### src/rtl/cdb_arbiter_pkg.sv
// Shared CDB bus types and constants.
// Widths match the register file and reservation-station buses.
package cdb_arbiter_pkg;

  localparam int CDB_REQ_NUM = 4;
  localparam int DATA_BUS_W  = 32;
  localparam int NAME_BUS_W  = 5;
  localparam int TAG_BUS_W   = 4;
  localparam int REG_SIZE    = 32;
  localparam int CDB_SRC_W   = $clog2(CDB_REQ_NUM);

  // Tag value meaning "no producer pending".
  localparam logic [TAG_BUS_W-1:0] TAG_FREE = '1;

  typedef logic [DATA_BUS_W-1:0] data_bus_t;
  typedef logic [NAME_BUS_W-1:0] name_bus_t;
  typedef logic [TAG_BUS_W-1:0]  tag_bus_t;
  typedef logic [CDB_SRC_W-1:0]  cdb_src_bus_t;

  function automatic int rr_next(input int idx, input int n);
    return (idx == n - 1) ? 0 : idx + 1;
  endfunction

endpackage

### src/rtl/cdb_arbiter_rr_pick.sv
// Combinational round-robin picker.
// First set request at or after ptr_i, modulo N.
module rr_pick #(
  parameter  int N = 4,
  localparam int W = $clog2(N)
) (
  input  logic [N-1:0] req_i,
  input  logic [W-1:0] ptr_i,
  output logic [N-1:0] gnt_o,
  output logic [W-1:0] gnt_idx_o,
  output logic         any_o
);

  int j;

  always_comb begin
    gnt_o     = '0;
    gnt_idx_o = '0;
    any_o     = 1'b0;
    j         = 0;
    // Walk from furthest to nearest so the nearest hit lands last.
    for (int k = N - 1; k >= 0; k--) begin
      j = int'(ptr_i) + k;
      if (j >= N) j = j - N;
      if (req_i[j]) begin
        gnt_idx_o = W'(j);
        any_o     = 1'b1;
      end
    end
    if (any_o) gnt_o[gnt_idx_o] = 1'b1;
  end

endmodule

### src/rtl/cdb_arbiter.sv
// Round-robin arbiter of producer results onto the common data bus.
// Broadcast is registered: one clean write pulse per grant.
module cdb_arbiter
  import cdb_arbiter_pkg::*;
#(
  parameter  int N_REQ  = CDB_REQ_NUM,
  parameter  int DATA_W = DATA_BUS_W,
  parameter  int NAME_W = NAME_BUS_W,
  parameter  int TAG_W  = TAG_BUS_W,
  localparam int SRC_W  = $clog2(N_REQ)
) (
  input  logic                clk,
  input  logic                rst,
  input  logic                flush,
  input  logic [N_REQ-1:0]        req_valid,
  output logic [N_REQ-1:0]        req_ready,
  input  logic [N_REQ*NAME_W-1:0] req_name,
  input  logic [N_REQ*DATA_W-1:0] req_data,
  input  logic [N_REQ*TAG_W-1:0]  req_tag,
  output logic                cdb_valid,
  output logic [NAME_W-1:0]   cdb_name,
  output logic [DATA_W-1:0]   cdb_data,
  output logic [TAG_W-1:0]    cdb_tag,
  output logic [SRC_W-1:0]    cdb_src
);

  localparam logic [TAG_W-1:0] TagFree =
    TAG_W'(TAG_FREE);

  logic [N_REQ-1:0]  live;
  logic [SRC_W-1:0]  gnt_idx;
  logic              gnt_any;

  logic              cdb_valid_q;
  logic [NAME_W-1:0] name_q, name_d;
  logic [DATA_W-1:0] data_q, data_d;
  logic [TAG_W-1:0]  tag_q, tag_d;
  logic [SRC_W-1:0]  src_q;
  logic [SRC_W-1:0]  rr_ptr_q, rr_ptr_d;

  // Masking requests makes the picker grant nothing on rst/flush.
  assign live = (rst || flush) ? '0 : req_valid;

  rr_pick #(.N(N_REQ)) u_pick (
    .req_i     (live),
    .ptr_i     (rr_ptr_q),
    .gnt_o     (req_ready),
    .gnt_idx_o (gnt_idx),
    .any_o     (gnt_any)
  );

  always_comb begin
    name_d   = req_name[int'(gnt_idx)*NAME_W +: NAME_W];
    data_d   = req_data[int'(gnt_idx)*DATA_W +: DATA_W];
    tag_d    = req_tag[int'(gnt_idx)*TAG_W +: TAG_W];
    rr_ptr_d = SRC_W'(rr_next(int'(gnt_idx), N_REQ));
  end

  always_ff @(posedge clk) begin
    if (rst) begin
      cdb_valid_q <= 1'b0;
      name_q      <= '0;
      data_q      <= '0;
      tag_q       <= TagFree;
      src_q       <= '0;
      rr_ptr_q    <= '0;
    end else if (flush) begin
      cdb_valid_q <= 1'b0;
    end else begin
      cdb_valid_q <= gnt_any;
      if (gnt_any) begin
        name_q   <= name_d;
        data_q   <= data_d;
        tag_q    <= tag_d;
        src_q    <= gnt_idx;
        rr_ptr_q <= rr_ptr_d;
      end
    end
  end

  assign cdb_valid = cdb_valid_q;
  assign cdb_name  = name_q;
  assign cdb_data  = data_q;
  assign cdb_tag   = tag_q;
  assign cdb_src   = src_q;

endmodule

### config.mk
export PLATFORM = sky130hd
export DESIGN_NAME = cdb_arbiter
export DESIGN_NICKNAME = d
export VERILOG_FILES = /design/src/rtl/cdb_arbiter_pkg.sv /design/src/rtl/cdb_arbiter_rr_pick.sv /design/src/rtl/cdb_arbiter.sv
export SDC_FILE = /design/constraint.sdc
export NUM_CORES = 1
export LEC_CHECK = 0
export ABC_AREA = 1
export BUFFER_PORTS_ARGS = -buffer_cell sky130_fd_sc_hd__buf_2
export CORE_UTILIZATION = 40
export CTS_CLUSTER_DIAMETER = 50
export DETAILED_ROUTE_END_ITERATION = 10
export GPL_TIMING_DRIVEN = 0
export PLACE_DENSITY = 0.8
export SLEW_MARGIN = 20
export SYNTH_ARGS = -nofsm -noshare
export SYNTH_HDL_FRONTEND = slang
export SYNTH_HIERARCHICAL = 1
export SYNTH_SLANG_ARGS = --single-unit
### constraint.sdc
create_clock -name clk -period 2.2 [get_ports clk]
set_input_delay 0.33 -clock clk [delete_from_list [all_inputs] [get_ports clk]]
set_output_delay 0.33 -clock clk [all_outputs]
set_load 0.005 [all_outputs]
==> results of run 1 <==
cell type report:
cell class | instances | area [um^2] | area share (%)
inverter | 113 | 429 | 8.56
buffer | 38 | 304 | 6.06
timing repair buffer | 221 | 1120 | 22.3
tap | 108 | 135 | 2.69
clock buffer | 7 | 86.3 | 1.72
multi-input combinational | 448 | 2010 | 40.1
clock inverter | 1 | 5.00 | 0.0998
sequential | 46 | 926 | 18.5
cell families (layout without fill, tap and decap cells):
group / Yosys count / after routing / share of synthesized area [%]
compound gates: 41 / 41 / 6.14
fa+ha+maj: 1 / 1 / 0.351
buf+inv: 151 / 380 / 19.6
flops: 46 / 46 / 25.8
simple gates: 406 / 406 / 48.1
sequential cells by signal (all words and copies together) (netlist names):
name,count
cdb_valid,1
rr_ptr_q,2
cdb_name,5
cdb_src,2
cdb_data,32
cdb_tag,4
placed cells by master (no fill, tap or decap), drive strengths merged:
cell    synthesis  final
a21oi          14     14
o21ai          23     23
dfxtp          46     46
inv           113    113
ha              1      1
nand2         221    221
nor3            1      1
a21boi          1      1
or2             9      9
o211ai          3      3
nor2           65     65
clkinv          0      1
nand3         110    110
clkbuf          4     14
buf            34    252
through the flow:
step	power [mW]	worst slack, ns	hold WS (ns)
after global routing	3.32	-0.00428	0.272
after floorplan	1.94	0.114	0.465
after CTS	3.01	-0.00881	0.265
final	3.05	0.0895	0.275
after global placement	2.44	-0.362	0.451
after detailed placement	2.46	-0.389	0.464
timing repair:
action | in CTS | in global routing
setup buffers | 0 | 4
pin swaps | 0 | 2
endpoints found under the setup margin | 8 | 47
gates resized for setup | 1 | 31
hold endpoints to repair | 0 | 0
critical path, stage by stage:
cell	delay, ns
sky130_fd_sc_hd__clkbuf_4	0.17
sky130_fd_sc_hd__inv_4	0.09
sky130_fd_sc_hd__nand2_4	0.09
sky130_fd_sc_hd__nor2_2	0.11
sky130_fd_sc_hd__inv_1	0.07
sky130_fd_sc_hd__nand2_1	0.07
sky130_fd_sc_hd__nand3_2	0.10
sky130_fd_sc_hd__nand3_1	0.11
sky130_fd_sc_hd__nand3_2	0.11
sky130_fd_sc_hd__a21boi_4	0.24
sky130_fd_sc_hd__buf_4	0.14
sky130_fd_sc_hd__nor2_1	0.03
sky130_fd_sc_hd__buf_2	0.12
how the worst min path moves through the flow:
| stage | startpoint | slack [ns] | cells past startpoint | to |
|---|---|---|---|---|
| 5_1_grt | req_tag[13] | 0.27 | 3 | cdb_tag[1] |
| 4_1_cts | req_tag[13] | 0.26 | 3 | cdb_tag[1] |
| 6_report | req_tag[12] | 0.28 | 3 | cdb_tag[0] |
| 3_3_place_gp | cdb_tag[3] | 0.45 | 2 | cdb_tag[3] |
| 3_5_place_dp | cdb_tag[3] | 0.46 | 2 | cdb_tag[3] |
| 2_1_floorplan | cdb_tag[3] | 0.47 | 2 | cdb_tag[3] |
per-layer routing:
layer | track usage, % | up-vias | routed length [um] | part of all wire, %
met1 | 29.7 | 2005 | 5130 | 43
met5 | 0 | - | 0 | 0
li1 | - | 2409 | - | -
met3 | 4.69 | 20 | 785 | 6.6
met4 | 7.48 | 0 | 188 | 1.6
met2 | 44.7 | 173 | 5730 | 48
report_power, final:
| group | switching [mW] | leakage [nW] | internal [mW] |
|---|---|---|---|
| Sequential | 0.0514 | 0.380 | 0.937 |
| Clock | 0.291 | 0.0482 | 0.254 |
| Combinational | 0.866 | 2.69 | 0.647 |
| Total | 1.21 | 3.12 | 1.84 |
==> out/results.env, run 1 <==
LAYOUT-DRIVE-GT1-SHARE_PCT=33.6
MAX_SLEW_MARGIN_PCT=66.2
TIMING.REG2REG.SETUP_SLACK_NS=0.19
CTS_SINKS=46
PLACEABLECOREAREA_UM2=8680
VIAS=4607
GRT-OVFL-TOTAL=0
TIMING.CRITICAL_PATH.FROM='rst'
HOLD_VIO_CNT_FINAL=0
CLOCK_INSERTION_DELAY_WORST_SKEW_NS=0.29
CLOCK_ROOT_BUFFER_MASTER='sky130_fd_sc_hd__clkbuf_8'
HTREE_LEVELS=2
VIA_PER_INST=4.69
EFFECTIVE_UTILIZATION_AT_FLOORPLAN_PCT=41.1
POWER_DENSITY_nW_PER_UM2=608
SETUP-VIOLATIONS-FINAL=0
DIODES=0
GP_ROUTABILITY_CONGESTION=0.814
GRT_MAX_DEGREE=14
POSTROUTEWIRELENGTH_UM=11800
ANTENNA_VIOLATING_NETS_POST_ROUTE=0
WORSTPATHARRIVAL_NS=1.78
DIE_W_UM=96.4
SYNTH_FLOP_CELL='sky130_fd_sc_hd__dfxtp_1'
CTS_TREE='built'
INITIAL_ANTENNA_VIOLATION_COUNT=0
FINAL_MAX_SLEW_VIOL_COUNT=0
CLK_BUF_DEPTH=2
DIEHEIGHT_UM=96.4
GRT_UTIL_ALL_LAYERS_PCT=24.8
NUMBER_OF_I_O_PORT_BUFFERS=217
ENDPOINT='req_ready[0]'
REQUIRED_TIME_AT_THE_ENDPOINT_OF_THE_CRITICAL_PATH_NS=1.87
TOTAL_LEAKAGE_POWER_nW=3.12
POST-SYNTH-TOP-COUNT-CELL='sky130_fd_sc_hd__nand2_1'
MIN_PERIOD_OVER_PERIOD_PCT=95.9
SETUP-TNS-FINAL_NS=0
FINAL.FILL_COUNT=933
R2R.WORST_PATH.CELLS=12
POWER.IR.VDD_WORST_V=0.000314
SYNTH.DISTINCT_CELLS=23
SYNTH_FP_NETS=817
SYNTH_SEQ_AREA_SHARE_PCT=25.8
MAX-CAP-VIOLATIONS=0
SYNTH.AREA.TOP_CELLS='sky130_fd_sc_hd__dfxtp_1 (26%), sky130_fd_sc_hd__nand2_1 (23%), sky130_fd_sc_hd__nand3_1 (15%)'
DRT_PRE_ANTENNA_ITERS=4
NETLIST_INSTANCES=645
SYNTHDOMINANTCELLAREASHARE_PCT=25.8
TIMING.CRITICAL_PATH.TO_TYPE='output port'
NUMPLACEDINSTANCES=970
TIMING_WORST_SLEW_PIN_VALUE_NS=0.507
YS_FF_LATCH=46
SKEW_NS=0.00630
HOLDCRITPATHCLASS='in2reg'
NUMBER_OF_CLOCK_BUFFERS_INSERTED_BY_TRITONCTS=5
CRIT_PATH_START_KIND='primary input'
YS_TOP_CELLS_BY_COUNT='sky130_fd_sc_hd__nand2_1 (218), sky130_fd_sc_hd__nand3_1 (110), sky130_fd_sc_hd__inv_1 (109)'
DRTITER0DRC=175
NUMBER_OF_ENABLE_FLIP_FLOP_CELLS_AFTER_SYNTHESIS=0
WORSTREG2REGSTART='rr_ptr_q[0]'
YOSYSWARNINGCOUNT=6
CTS_HOLD_REPAIR.BUFFERS=0
POST_SYNTH_INSTANCE_AREA_UM2=3560
YOSYSTOPAREACELL='sky130_fd_sc_hd__dfxtp_1'
LAYOUT_MIN_CYCLE_TIME_NS=2.11
POST-ROUTE-UTIL_PCT=57.8
FLOORPLAN.ROWS=34
YS_ASYNC_SR_FRACTION_PCT=0
LAYOUT-AREA-OVERHEAD-VS-SYNTH_PCT=40.7
RUN_STATUS='completed'
GRT_FIRST_PASS_WIRELENGTH_UM=17900
FINALNETCOUNT=1045
TOP_LEVEL_PORTS=219
DETAIL_ROUTE.WL_PER_CELL_UM=12.0
CLKSLEWWORSTSETUPHOLDPATHS_NS=0.09
CRIT_PATH_MAX_FANOUT=9
SYNTH.AVG_CELL_AREA_UM2=5.53
GRT_PASS1_VIAS=4037
HPWL_UM=9070
WORST_R2R_ENDPOINT='cdb_tag[2]'
DESIGN.DIE.AREA_UM2=9290
DESIGN_AREA_UM2=5010
LAYOUTNONFILLERINSTCOUNT=982
PATH_CLASS='in2out'
POST-ROUTE-DRC-COUNT=0
FMAX_MHz=474
PLACE_AREA_UM2=4790
Note: power is estimated with default switching activity, not from simulation.
==> inputs of run 2 (changes only) <==
Settings changed: PLACE_DENSITY 0.8 to 0.82.
==> run 2 against run 1 <==
Via count shrank 0.67%. Critical path depth increased by 2. Die area did not move. Sequential share of layout area rose by 0.18 points. Flip-flop and latch count unchanged. First-iteration DRC count increased by 12%. Critical path type unchanged. Largest cell class unchanged. Largest power group unchanged.
==> out/results.env, run 2 (synthesized netlist as in run 1, its figures left out) <==
LAYOUTNONFILLERINSTCOUNT=977  # was 982
LARGEST_REGISTER_FF_COUNT=32  # unchanged
DESIGN_POWER_TOTAL_mW=2.99  # was 3.05 mW
TIMING.CRITICAL_PATH.TO_TYPE='output port'  # unchanged
NUMPLACEDINSTANCES=970  # unchanged
NETSWITCHINGFRACTION_PCT=40.2  # was 39.7%
NUMBER_OF_I_O_PORT_BUFFERS=217  # unchanged
HOLD_SLACK_NS=0.283  # was 0.275 ns
CELL_FAMILY_WITH_MOST_CP_DELAY='simple AND/OR/NAND/NOR gates'  # unchanged
INITIAL_ANTENNA_VIOLATION_COUNT=0  # unchanged
POWER_DENSITY_nW_PER_UM2=604  # was 608 nW/um^2
CTS_SINKS=46  # unchanged
DETAIL_ROUTE.WL_PER_CELL_UM=12.1  # was 12.0 um
DIEHEIGHT_UM=96.4  # unchanged
VIA_PER_INST=4.68  # was 4.69
TOTAL_LEAKAGE_POWER_nW=3.08  # was 3.12 nW
MAX_SLEW_MARGIN_PCT=63.0  # was 66.2%
CLK_BUF_DEPTH=2  # unchanged
HPWL_UM=9040  # was 9070 um
REQUIRED_TIME_AT_THE_ENDPOINT_OF_THE_CRITICAL_PATH_NS=1.87  # about the same
POSTROUTEWIRELENGTH_UM=11800  # about the same
CRIT_PATH_START_KIND='primary input'  # unchanged
POST-ROUTE-DRC-COUNT=0  # unchanged
CRIT_CHAIN='clkbuf_4 > inv_4 > nand2_2 > nor2_1 > inv_1 > nand2_1 > nand3_1 > nand2_1 > nand3_2 > nand2_1 > nand2_2 > nand2_4 > nand2_1 > inv_1 > buf_2'  # was clkbuf_4 > inv_4 > nand2_4 > nor2_2 > inv_1 > nand2_1 > nand3_2 > nand3_1 > nand3_2 > a21boi_4 > buf_4 > nor2_1 > buf_2
CLKSLEWWORSTSETUPHOLDPATHS_NS=0.08  # was 0.09 ns
GRT_PASS1_VIAS=4097  # was 4037
COMB_POWER_SHARE_PCT=50.3  # was 49.7%
INTPOWER_mW=1.79  # was 1.84 mW
DIE_W_UM=96.4  # unchanged
VIAS=4576  # was 4607
CRITPATHSLOWESTCELL='sky130_fd_sc_hd__clkbuf_4'  # was sky130_fd_sc_hd__a21boi_4
CRITPATHBUFINV=5  # unchanged
DRTITER0DRC=196  # was 175
LAYOUT-DRIVE-GT1-SHARE_PCT=33.0  # was 33.6%
GP_ROUTABILITY_CONGESTION=0.882  # was 0.814
DESIGN.DIE.AREA_UM2=9290  # unchanged
SEQ_POWER_SHARE_PCT=33.1  # was 32.4%
CRIT_TOP_CELL='sky130_fd_sc_hd__nand2_1'  # was sky130_fd_sc_hd__nand3_2
HOLDCRITPATHCLASS='in2reg'  # unchanged
SKEW_NS=0.00311  # was 0.00630 ns
DIODES=0  # unchanged
FINAL_CELL_MIX='sky130_fd_sc_hd__buf_2 (225), sky130_fd_sc_hd__nand2_1 (216), sky130_fd_sc_hd__inv_1 (108), sky130_fd_sc_hd__nand3_1 (107), sky130_fd_sc_hd__nor2_1 (59)'  # unchanged
FINALNETCOUNT=1041  # was 1045
DESIGN_AREA_UM2=4960  # was 5010 um^2
MAX-CAP-VIOLATIONS=0  # unchanged
SETUP-TNS-FINAL_NS=0  # unchanged
CTS_TREE='built'  # unchanged
POST-ROUTE-UTIL_PCT=57.1  # was 57.8%
CRIT_PATH_MAX_FANOUT=9  # unchanged
PLACEABLECOREAREA_UM2=8680  # unchanged
SWITCHINGPOWER_mW=1.20  # was 1.21 mW
FMAX_MHz=486  # was 474 MHz
TIMING.CRITICAL_PATH.FROM='rst'  # unchanged
RUN_STATUS='completed'  # unchanged
HOLDCRITSTARTPOINT='req_tag[14]'  # was req_tag[12]
LAYOUT.CELLS.MOST_COMMON='sky130_fd_sc_hd__buf_2'  # unchanged
EFFECTIVE_UTILIZATION_AT_FLOORPLAN_PCT=41.1  # unchanged
POWER.IR.VDD_WORST_V=0.000287  # was 0.000314 V
HTREE_LEVELS=2  # unchanged
GRT-OVFL-TOTAL=0  # unchanged
FLOORPLAN.ROWS=34  # unchanged
PATH_CLASS='in2out'  # unchanged
PLACE_AREA_UM2=4790  # unchanged
ANTENNA_VIOLATING_NETS_POST_ROUTE=0  # unchanged
SETUP-VIOLATIONS-FINAL=0  # unchanged
WORSTPATHARRIVAL_NS=1.73  # was 1.78 ns
MIN_PERIOD_OVER_PERIOD_PCT=93.5  # was 95.9%
CLOCK_ROOT_BUFFER_MASTER='sky130_fd_sc_hd__clkbuf_8'  # unchanged
LAYOUT_MIN_CYCLE_TIME_NS=2.06  # was 2.11 ns
FINALWORSTSETUPSLACK_NS=0.142  # was 0.0895 ns
GRT_MAX_DEGREE=13  # was 14
GRT_UTIL_ALL_LAYERS_PCT=25.2  # was 24.8%
GRT_FIRST_PASS_WIRELENGTH_UM=18200  # was 17900 um
POST-PLACE-WS_NS=-0.355  # was -0.389 ns
TIMING_WORST_SLEW_PIN_VALUE_NS=0.556  # was 0.507 ns
CLOCK_INSERTION_DELAY_WORST_SKEW_NS=0.29  # about the same
DRT_PRE_ANTENNA_ITERS=5  # was 4
NUMBER_OF_CLOCK_BUFFERS_INSERTED_BY_TRITONCTS=5  # unchanged
WORSTREG2REGSTART='rr_ptr_q[0]'  # unchanged
CRITICAL-PATH-MAX-STAGE-DELAY_NS=0.17  # was 0.24 ns
FINAL_MAX_SLEW_VIOL_COUNT=0  # unchanged
LAYOUT-AREA-OVERHEAD-VS-SYNTH_PCT=39.1  # was 40.7%
TOP_LEVEL_PORTS=219  # unchanged
SHARE_CLK_OF_TOTAL_POWER_PCT=16.7  # was 17.9%
HOLD_VIO_CNT_FINAL=0  # unchanged
run 2: power by group through the flow:
stage               logic [mW]  registers (mW)  clock network, mW
floorplan                0.929            1.01                  0
global placement          1.44            1.00                  0
detailed placement        1.46            1.01                  0
CTS                       1.46           0.988              0.518
global route              1.70            1.00              0.544
finish                    1.51           0.990              0.498
run 2: worst paths after layout:
check             cells after the start            to  slack [ns]
hold / removal                        3    cdb_tag[2]        0.28
setup / recovery                     15  req_ready[1]        0.14
hold reg to reg                       2    cdb_tag[3]        0.48
setup reg to reg                     12    cdb_tag[1]        0.20
run 2: final cells by class:
class / instances / area, um^2
fill: 939 / 3720
clock buffer: 7 / 76.3
buffer: 38 / 304
inverter: 113 / 429
multi-input combinational: 448 / 2000
timing repair buffer: 217 / 1090
sequential: 46 / 925
tap: 108 / 135
run 2: repair_timing:
action,in CTS,in global routing
hold buffers,0,0
resized for setup,1,28
pin swaps,0,3
endpoints found under the setup margin,7,48
buffers inserted,0,0
run 2: per-layer routing:
metal  global-route usage (%)  part of all wire, %  wire length, um  up-vias
li1                         -                    -                -     2399
met1                     30.6                   42             4960     1987
met2                     44.7                   49             5800      169
met3                     4.07                  6.8              801       21
met4                     9.07                  2.2              256        0
met5                        0                    0                0        -
run 2: tightest hold or removal path, cell delays in order:
cell,delay [ns]
sky130_fd_sc_hd__buf_2,0.08
sky130_fd_sc_hd__o211ai_1,0.08
sky130_fd_sc_hd__nand3_1,0.06
